==> src/rtl/decode_pkg.sv <==
// Shared definitions for the decode stage.
// Contents: opcode constants, instruction field offsets and widths, the one-hot
// instruction class encoding, and two helpers:
//   decode_cls(opcode)  - instruction class (R / I / JI / JII)
//   opb_uses_rd(opcode) - store/branch forms whose second operand comes from rd
package decode_pkg;

    // Opcodes that affect classification or operand routing
    localparam logic [4:0] OpR     = 5'b00000;
    localparam logic [4:0] OpJumpA = 5'b00001;
    localparam logic [4:0] OpJumpB = 5'b00011;
    localparam logic [4:0] OpJumpC = 5'b10101;
    localparam logic [4:0] OpJumpD = 5'b10110;
    localparam logic [4:0] OpJr    = 5'b00100;
    localparam logic [4:0] OpBne   = 5'b00010;
    localparam logic [4:0] OpBlt   = 5'b00110;
    localparam logic [4:0] OpSw    = 5'b00111;

    // Field layout of the 32-bit instruction word
    localparam int unsigned OpcodeW   = 5;
    localparam int unsigned OpcodeLsb = 27;
    localparam int unsigned RdLsb     = 22;
    localparam int unsigned RsLsb     = 17;
    localparam int unsigned RtLsb     = 12;
    localparam int unsigned ShamtW    = 5;
    localparam int unsigned ShamtLsb  = 7;
    localparam int unsigned AluopW    = 5;
    localparam int unsigned AluopLsb  = 2;

    // One-hot class, bit order {R, I, JI, JII}
    typedef enum logic [3:0] {
        ClsJii = 4'b0001,
        ClsJi  = 4'b0010,
        ClsI   = 4'b0100,
        ClsR   = 4'b1000
    } cls_e;

    function automatic cls_e decode_cls(input logic [4:0] opcode);
        cls_e cls;
        case (opcode)
            OpR:                                 cls = ClsR;
            OpJumpA, OpJumpB, OpJumpC, OpJumpD:  cls = ClsJi;
            OpJr:                                cls = ClsJii;
            default:                             cls = ClsI;
        endcase
        return cls;
    endfunction

    function automatic logic opb_uses_rd(input logic [4:0] opcode);
        return (opcode == OpSw) || (opcode == OpBne) || (opcode == OpBlt);
    endfunction

endpackage

==> src/rtl/decode_regfile.sv <==
// Register file for the decode stage: NREGS x DATA_W, one write port, two read ports.
// r0 always reads zero and ignores writes. Reads see a same-cycle write (write-through).
// Ports:
//   clk, clr_n          clock, async active-low reset (clears every register)
//   we, waddr, wdata    write port
//   raddr_a, rdata_a    read port A
//   raddr_b, rdata_b    read port B
module decode_regfile #(
    parameter int unsigned DATA_W = 32,
    parameter int unsigned REG_AW = 5
) (
    input  logic              clk,
    input  logic              clr_n,
    input  logic              we,
    input  logic [REG_AW-1:0] waddr,
    input  logic [DATA_W-1:0] wdata,
    input  logic [REG_AW-1:0] raddr_a,
    output logic [DATA_W-1:0] rdata_a,
    input  logic [REG_AW-1:0] raddr_b,
    output logic [DATA_W-1:0] rdata_b
);

    localparam int unsigned NRegs = 2 ** REG_AW;

    logic [DATA_W-1:0] regs [NRegs];
    logic              wr_live;

    assign wr_live = we && (waddr != '0);

    always_ff @(posedge clk or negedge clr_n) begin
        if (!clr_n) begin
            for (int unsigned i = 0; i < NRegs; i++) begin
                regs[i] <= '0;
            end
        end else if (wr_live) begin
            regs[waddr] <= wdata;
        end
    end

    always_comb begin
        rdata_a = '0;
        if (raddr_a != '0) begin
            rdata_a = (wr_live && (waddr == raddr_a)) ? wdata : regs[raddr_a];
        end
    end

    always_comb begin
        rdata_b = '0;
        if (raddr_b != '0) begin
            rdata_b = (wr_live && (waddr == raddr_b)) ? wdata : regs[raddr_b];
        end
    end

endmodule

==> src/rtl/decode_stage_pipe.sv <==
// Decode stage between fetch and execute.
// Slices the instruction into fields, classifies it, reads operands from the register
// file (with writeback bypass) and registers everything in a single output slot.
// Ports:
//   clk, clr_n                         clock, async active-low reset
//   in_valid/in_ready/in_pc/in_instr   fetch side handshake and payload
//   flush                              kill held and incoming instruction
//   wb_en/wb_rd/wb_data                writeback into the register file
//   out_valid/out_ready                execute side handshake
//   out_pc, out_cls, out_opcode, out_rd, out_rs, out_rt, out_shamt, out_aluop,
//   out_imm (sign-extended), out_target (zero-extended), out_opA, out_opB
module decode_stage_pipe #(
    parameter int unsigned DATA_W  = 32,
    parameter int unsigned REG_AW  = 5,
    parameter int unsigned IMM_W   = 17,
    parameter int unsigned TGT_W   = 27,
    parameter int unsigned INSTR_W = 32
) (
    input  logic               clk,
    input  logic               clr_n,
    input  logic               in_valid,
    output logic               in_ready,
    input  logic [DATA_W-1:0]  in_pc,
    input  logic [INSTR_W-1:0] in_instr,
    input  logic               flush,
    input  logic               wb_en,
    input  logic [REG_AW-1:0]  wb_rd,
    input  logic [DATA_W-1:0]  wb_data,
    output logic               out_valid,
    input  logic               out_ready,
    output logic [DATA_W-1:0]  out_pc,
    output logic [3:0]         out_cls,
    output logic [4:0]         out_opcode,
    output logic [REG_AW-1:0]  out_rd,
    output logic [REG_AW-1:0]  out_rs,
    output logic [REG_AW-1:0]  out_rt,
    output logic [4:0]         out_shamt,
    output logic [4:0]         out_aluop,
    output logic [DATA_W-1:0]  out_imm,
    output logic [DATA_W-1:0]  out_target,
    output logic [DATA_W-1:0]  out_opA,
    output logic [DATA_W-1:0]  out_opB
);

    import decode_pkg::*;

    // Incoming fields
    logic [4:0]        in_opcode;
    logic [REG_AW-1:0] in_rd;
    logic [REG_AW-1:0] in_rs;
    logic [REG_AW-1:0] in_rt;
    logic [REG_AW-1:0] in_opb_src;
    logic [4:0]        in_shamt;
    logic [4:0]        in_aluop;
    logic [DATA_W-1:0] in_imm;
    logic [DATA_W-1:0] in_target;
    logic [DATA_W-1:0] rd_a;
    logic [DATA_W-1:0] rd_b;

    assign in_opcode  = in_instr[OpcodeLsb +: OpcodeW];
    assign in_rd      = in_instr[RdLsb +: REG_AW];
    assign in_rs      = in_instr[RsLsb +: REG_AW];
    assign in_rt      = in_instr[RtLsb +: REG_AW];
    assign in_shamt   = in_instr[ShamtLsb +: ShamtW];
    assign in_aluop   = in_instr[AluopLsb +: AluopW];
    assign in_imm     = {{(DATA_W - IMM_W){in_instr[IMM_W-1]}}, in_instr[IMM_W-1:0]};
    assign in_target  = {{(DATA_W - TGT_W){1'b0}}, in_instr[TGT_W-1:0]};
    assign in_opb_src = opb_uses_rd(in_opcode) ? in_rd : in_rt;

    decode_regfile #(
        .DATA_W (DATA_W),
        .REG_AW (REG_AW)
    ) u_regfile (
        .clk     (clk),
        .clr_n   (clr_n),
        .we      (wb_en),
        .waddr   (wb_rd),
        .wdata   (wb_data),
        .raddr_a (in_rs),
        .rdata_a (rd_a),
        .raddr_b (in_opb_src),
        .rdata_b (rd_b)
    );

    // Handshake
    logic accept;
    logic consume;
    logic held;

    assign in_ready = !out_valid || out_ready;
    assign accept   = in_valid && in_ready && !flush;
    assign consume  = out_valid && out_ready;
    assign held     = out_valid && !out_ready;

    // A held instruction read its operands before this writeback landed, so patch them.
    logic [REG_AW-1:0] held_opb_src;
    logic              refresh_a;
    logic              refresh_b;

    assign held_opb_src = opb_uses_rd(out_opcode) ? out_rd : out_rt;
    assign refresh_a    = wb_en && (wb_rd == out_rs) && (out_rs != '0);
    assign refresh_b    = wb_en && (wb_rd == held_opb_src) && (held_opb_src != '0);

    always_ff @(posedge clk or negedge clr_n) begin
        if (!clr_n) begin
            out_valid  <= 1'b0;
            out_pc     <= '0;
            out_cls    <= '0;
            out_opcode <= '0;
            out_rd     <= '0;
            out_rs     <= '0;
            out_rt     <= '0;
            out_shamt  <= '0;
            out_aluop  <= '0;
            out_imm    <= '0;
            out_target <= '0;
            out_opA    <= '0;
            out_opB    <= '0;
        end else if (flush) begin
            // Payload is left stale; nothing downstream looks at it while invalid.
            out_valid <= 1'b0;
        end else if (accept) begin
            out_valid  <= 1'b1;
            out_pc     <= in_pc;
            out_cls    <= decode_cls(in_opcode);
            out_opcode <= in_opcode;
            out_rd     <= in_rd;
            out_rs     <= in_rs;
            out_rt     <= in_rt;
            out_shamt  <= in_shamt;
            out_aluop  <= in_aluop;
            out_imm    <= in_imm;
            out_target <= in_target;
            out_opA    <= rd_a;
            out_opB    <= rd_b;
        end else if (consume) begin
            out_valid <= 1'b0;
        end else if (held) begin
            if (refresh_a) begin
                out_opA <= wb_data;
            end
            if (refresh_b) begin
                out_opB <= wb_data;
            end
        end
    end

endmodule

==> config.mk <==
export PLATFORM = sky130hd
export DESIGN_NAME = decode_stage_pipe
export DESIGN_NICKNAME = d
export VERILOG_FILES = /design/src/rtl/decode_pkg.sv /design/src/rtl/decode_regfile.sv /design/src/rtl/decode_stage_pipe.sv
export SDC_FILE = /design/constraint.sdc
export NUM_CORES = 2
export LEC_CHECK = 0
export ABC_AREA = 0
export BUFFER_PORTS_ARGS = -buffer_cell sky130_fd_sc_hd__buf_2
export CORE_UTILIZATION = 55
export CTS_BUF_LIST = sky130_fd_sc_hd__clkbuf_4 sky130_fd_sc_hd__clkbuf_8 sky130_fd_sc_hd__clkbuf_16
export CTS_CLUSTER_DIAMETER = 150
export DETAILED_ROUTE_END_ITERATION = 8
export GPL_ROUTABILITY_DRIVEN = 0
export PLACE_DENSITY = 0.73
export SYNTH_ARGS = -nofsm -noshare
export SYNTH_HDL_FRONTEND = slang
export SYNTH_HIERARCHICAL = 1
export SYNTH_SLANG_ARGS = --single-unit
==> constraint.sdc <==
create_clock -name clk -period 2.95 [get_ports clk]
set_clock_uncertainty 0.15 [all_clocks]
set_input_delay 0.4425 -clock clk [delete_from_list [all_inputs] [get_ports clk]]
set_output_delay 0.4425 -clock clk [all_outputs]
set_load 0.02 [all_outputs]
Word level (Yosys, flattened, before mapping). Cells that the tools add are included. W data, S select, Z words.

ROM bits: 0. Bits in latches: 0. Bits in registers: 1199. Memories: 0. Output and inout bits: 196. Word-level logic and storage cells: 130. Memory bits (writable): 0.

Reductions and logical operators: 34. Bitwise gates (word level): 4. Muxes and demuxes: 27. Add/sub/neg operators: 0. Multipliers: 0. Div/mod/pow operators: 0. Magnitude comparators: 4. Eq/ne operators: 16. Shift-type cells: 0.

Operator list (number): $bwmux W1024 (1); $mux W32 (17); $bmux W32 S5 (2); $demux W32 S5 (1); $eq A5 B3 Y1 const B (5); $reduce_bool A5 Y1 (5); $eq A5 B5 Y1 (4); $ge A6 B6 Y1 const B (3); $not A5 Y6 (3); $eq A5 B2 Y1 const B (3); $logic_and A1 B1 Y1 (12); $pmux W4 S3 (1); $eq A5 B5 Y1 const B (2); $mux W5 (2); $reduce_and A4 Y1 (2); $lt A6 B1 Y1 const B (1); $reduce_bool A2 Y1 (3); $eq A5 B1 Y1 const B (1); $logic_not A5 Y1 (1); $logic_or A1 B1 Y1 (5); $reduce_or A4 Y1 (1); $logic_not A1 Y1 (3); $mux W1 (3); $reduce_bool A3 Y1 (1); other kinds (3) (3).

Longest topological paths before layout.
Depth after elaboration: 11. Mapped depth: 17.

By module. The synthesis kept the hierarchy.

By module, submodules not included: decode_regfile (instances 1, area each 54890.1 um^2, cells an instance 3787); decode_stage_pipe (instances 1, area each 7265.7 um^2, cells an instance 849).

Worst setup path after synthesis. No wires, ideal clock.

Path kind: in2reg. Start: input in_instr[29]. End: register out_opB[23]. Path buffers: 3. Path slack: -0.490 ns. Arrival time: 3.166 ns. Library setup time: 0.124 ns. Required time: 2.676 ns. Stages on the path: 14. Cell sequence: nand2b_1 > nand3_1 > mux2_2 > clkbuf_1 > xnor2_1 > nand3_1 > or4_1 > clkbuf_1 > clkbuf_1 > o211a_1 > a22oi_1 > a21boi_0 > a41oi_1 > or2_1.

Longest elaborated chain between the ends: 11. Elaborated cells on any way between the ends: 16. Classes of those cells: 4 x eq/ne; 7 x mux; 1 x bitwise; 4 x reduce/logical.

Ends and longest elaborated chain: from (decl) (RTL line decode_stage_pipe.sv:24) `input logic [INSTR_W-1:0] in_instr,`; $eq A5 B3 Y1 or $eq A5 B2 Y1 (tied branches) (RTL line decode_pkg.sv:50) `return (opcode == OpSw) || (opcode == OpBne) || (opcode == OpBlt);`; $logic_or A1 B1 Y1 (RTL line decode_pkg.sv:50); $logic_or A1 B1 Y1 (*) (RTL line decode_pkg.sv:50); $mux W5 (*) (RTL line decode_stage_pipe.sv:68) `assign in_opb_src = opb_uses_rd(in_opcode) ? in_rd : in_rt;`; named net in_opb_src[3] (RTL line decode_stage_pipe.sv:52) `logic [REG_AW-1:0] in_opb_src;`; $not A5 Y6 (not written as such) (RTL line decode_regfile.sv:50) `rdata_b = (wr_live && (waddr == raddr_b)) ? wdata : regs[raddr_b];`; $bmux W32 S5 (RTL line decode_regfile.sv:50); $mux W32 (not written as such) (2 in series) (RTL line decode_regfile.sv:50); $mux W32 (RTL line decode_regfile.sv:50); $mux W32 (*) (RTL line decode_regfile.sv:49) `if (raddr_b != '0) begin`; named net rd_b[23] (RTL line decode_stage_pipe.sv:58) `logic [DATA_W-1:0] rd_b;`; $mux W32 (*) (RTL line decode_stage_pipe.sv:122) `end else if (accept) begin`; to (signal assigned) (RTL line decode_stage_pipe.sv:135) `out_opB <= rd_b;`; to (signal assigned) (RTL line decode_stage_pipe.sv:143) `out_opB <= wb_data;`; to (decl) (RTL line decode_stage_pipe.sv:42) `output logic [DATA_W-1:0] out_opB`.

Mark *: on every way through the listed nets, which the timed path passes. The rest lies on a longest branch. The select of a mux whose other input is x is not followed. A chain may end at the register's enable or synchronous reset.

Worst setup path after layout.
Start: input in_instr[29]. End: register out_opB[3].

Same word-level chain as after synthesis.

==> impl_metrics.py <==
metrics = {
    "synth": {
        "syn_area_per_cell_um2": 13.4,
        "synth_edf_count": 0,
        "synth_flop_cell": "dfrtp_1",
        "async_flop_share_pct": 100,
        "yosys.area.top_type": "dfrtp_1",
        "yosys_register_bits": 1157,
        "netlist_instances": 4636,
        "synth_top_area_share_pct": 46.6,
        "ys_seq_area_share_pct": 46.6,
        "synth.area.top_cells": "dfrtp_1 (47%), mux2_2 (19%), mux4_2 (14%)",
        "synthesis.area_mm2": 0.0622,
        "synth_cell_types": 70,
        "ys_warn_count": 6,
    },
    "power": {
        "leakagePower_nw": 33.5,
        "peakVddDrop_uv": 504,
        "p_per_area_mw_per_mm2": 679,
    },
    "timing": {
        "fmax_mhz": 321,
        "hold_viol": 0,
        "relSlewSlack_pct": 43.0,
        "setup_violations": 18,
        "maxSlewViolCount": 0,
        "rsz0062_at_grt": "true",
        "period_share_pct": 105,
        "period_needed_ns": 3.11,
        "tightestPinTransition_ns": 0.855,
        "worst_slack_ns": -0.162,
        "hold-worst-slack_ns": 0.103,
        "fin_tns_setup_ns": -0.906,
    },
    "drt": {
        "vias_per_cell": 7.15,
        "dr.pass1.iters": 6,
        "wire_per_inst_um": 34.6,
        "route.vias.total": 47600,
        "antenna_left": 0,
        "drt_wl_total_mm": 231,
        "drc": 0,
        "drt_iter0_drc": 6410,
    },
    "grt": {
        "grt_max_degree": 117,
        "globalRouteOverflowTotal": 0,
        "gr-usage-all-layers_pct": 39.4,
        "antenna_found_initial": 11,
        "grt_pass1_wl_mm": 329,
        "first_global_vias": 47100,
    },
    "clock_network": {
        "worstSkewPairLatency_ns": 0.75,
        "cts_buffers": 120,
        "clkSinkCount": 1157,
        "cts_root_buf": "clkbuf_16",
        "clk_pin_slew_worst_paths_ns": 0.06,
        "clk_path_buf_depth": 3,
        "htree_levels": 3,
        "cts_tree": "done",
    },
    "setup_path": {
        "start_kind": "input port",
        "critPathMostFrequentCell": "buf_6",
        "crit_slowest_cell": "mux2_8",
        "cp-endpoint": "out_opB[3]$_DFFE_PN0P_",
        "crit_required_ns": 3.47,
        "path_max_fanout": 6,
        "r2r_end": "out_opB[10]$_DFFE_PN0P_",
        "worst_path_largest_cell_delay_ns": 0.41,
        "reg2reg_depth": 7,
        "crit_arrival_ns": 3.64,
        "critical_path.top_delay_family": "compound AO/OA/AOI/OAI gates",
        "crit_buf_inv": 5,
        "worstPathCellList": "buf_6 -> nand2b_4 -> nand3_4 -> buf_6 -> mux2_8 -> buf_4 -> nor2b_2 -> buf_6 -> buf_4 -> a221oi_4 -> a21oi_4 -> nor4_2 -> a211o_1 -> a22oi_2 -> a21boi_2 -> a41oi_2 -> a21o_1",
        "r2r-start": "out_opcode[1]$_DFFE_PN0P_",
        "critPathLaunch": "in_instr[29]",
        "crit_cells": 17,
        "critPathKind": "in -> reg",
        "end_kind": "flop",
        "r2r_slack_ns": 0.23,
    },
    "run": {
        "cap_violations": 0,
    },
    "layout": {
        "final_common_cell": "dfrtp_1",
        "final_cell_mix": "dfrtp_1 (1157), mux2_2 (1024), mux4_2 (394)",
        "fill_cells": 7465,
        "synthToLayoutAreaGrowth_pct": 20.6,
        "finalNetCount": 5174,
        "drive_gt1_share_pct": 51.5,
    },
    "floorplan": {
        "row_count": 122,
        "core-area_mm2": 0.111,
        "ios": 303,
        "die-width_um": 338,
        "initial_utilization_pct": 55.9,
        "die_h_um": 338,
        "dieArea_mm2": 0.114,
    },
    "worst_hold_path": {
        "holdCritPathClass": "in -> reg",
    },
    "outcome": {
        "outcome": "finished with violations",
        "failed_checks": "negative setup slack",
    },
    "place": {
        "dp_hpwl_mm": 139,
        "port_buffers": 297,
    },
}
-- Yosys cell counts (7+ instances only) --
cell type and count:
a211o_1 8, a211oi_1 34, a21boi_0 38, a21boi_1 10, a21o_1 15, a21oi_1 74
a221o_1 28, a221oi_1 45, a22oi_1 74, a32o_1 32, a41oi_1 62, and3_1 7
buf_1 57, buf_2 82, buf_4 85, buf_6 32, clkbuf_1 308, dfrtp_1 1157
mux2_2 1029, mux2i_1 252, mux4_2 394, nand2_1 391, nand2b_1 14, nand3_1 8
nor2_1 59, nor2b_1 14, nor3_1 21, nor3b_1 7, nor4_1 20, o21ai_0 40
o221ai_1 33, o22a_1 8, o22ai_1 82, or2_1 20, xnor2_1 7, xor2_1 11
-- cells by family (layout without fill, tap and decap cells) --
family                 after synthesis  count (layout)  share of synthesized area, %
AO/OA/AOI/OAI                      616             616                          7.41
buffers and inverters              571            1099                          4.51
flip-flops                        1157            1157                          46.6
AND/OR/NAND/NOR                    598             598                          4.26
multiplexers                      1675            1677                          37.0
XOR/XNOR                            18              18                         0.254
other                                1               9                       0.00603
-- flip-flops by register name (all words and copies together), names as in the netlist, 5 cells and up --
signal / flops
out_opA: 32
out_rd: 5
out_opcode: 5
out_opB: 32
u_regfile/regs: 1024
out_pc: 32
-- cell type report --
cell class | instances | area [um2] | area share [%]
tap | 1488 | 1860 | 2.48
sequential | 1157 | 29000 | 38.6
inverter | 7 | 26.3 | 0.0350
clock buffer | 162 | 3510 | 4.69
multi-input combinational | 2914 | 31600 | 42.1
timing repair buffer | 867 | 8090 | 10.8
antenna | 4 | 10.0 | 0.0133
clock inverter | 63 | 960 | 1.28
-- per-stage QoR --
stage	area (um2)	util, %	power, mW	setup WS [ns]	std cells
floorplan	62500	-	28.7	-0.300	4640
global placement	68400	61.4	32.4	-0.918	6314
detailed placement	68400	61.4	32.9	-0.982	6314
CTS	73700	66.2	50.1	-0.0142	6606
global route	75000	67.4	52.4	-0.192	6658
finish	75000	67.4	50.9	-0.162	6662
-- power breakdown --
| group | total [mW] | switching [mW] | internal (mW) |
|---|---|---|---|
| Sequential | 21.6 | 2.73 | 18.9 |
| Combinational | 12.1 | 5.65 | 6.45 |
| Clock | 17.2 | 6.76 | 10.4 |
-- metal layers --
metal  vias to the layer above  share of wire (%)  track usage [%]  routed length, um
li1                      18400                  -                -                  -
met1                     24400                 36             51.9              83300
met2                      3715                 43             57.2             100000
met3                      1024                 13             11.7              30400
met4                        16                7.3             24.6              16800
met5                         -              0.050            0.208                116
-- worst min path at each step --
stage | end | from | cells past startpoint | slack (ns)
2_1_floorplan | out_aluop[0]$_DFFE_PN0P_ | clr_n | 0 | -0.003
3_3_place_gp | u_regfile/regs[994]$_DFFE_PN0P_ | u_regfile/regs[994]$_DFFE_PN0P_ | 0 | 0.23
3_5_place_dp | u_regfile/regs[1023]$_DFFE_PN0P_ | u_regfile/regs[1023]$_DFFE_PN0P_ | 0 | 0.23
4_1_cts | u_regfile/regs[498]$_DFFE_PN0P_ | wb_data[18] | 2 | 0.08
5_1_grt | out_target[21]$_DFFE_PN0P_ | in_instr[21] | 4 | 0.1
6_report | out_target[21]$_DFFE_PN0P_ | in_instr[21] | 4 | 0.10
-- tightest hold or removal path: stages --
cell and delay, ns:
buf_4 0.13, buf_4 0.22, nand2_1 0.10, nand2_1 0.05
-- timing repair --
item / 4_1_cts / 5_1_grt
hold endpoints to repair: 173 / 0
pin swaps: 4 / 43
hold buffers: 62 / 0
endpoints found under the setup margin: 25 / 31
resized for setup: 33 / 168
gates cloned: 0 / 9
buffers inserted: 5 / 43
No activity file was read; power rests on OpenSTA's default activity.
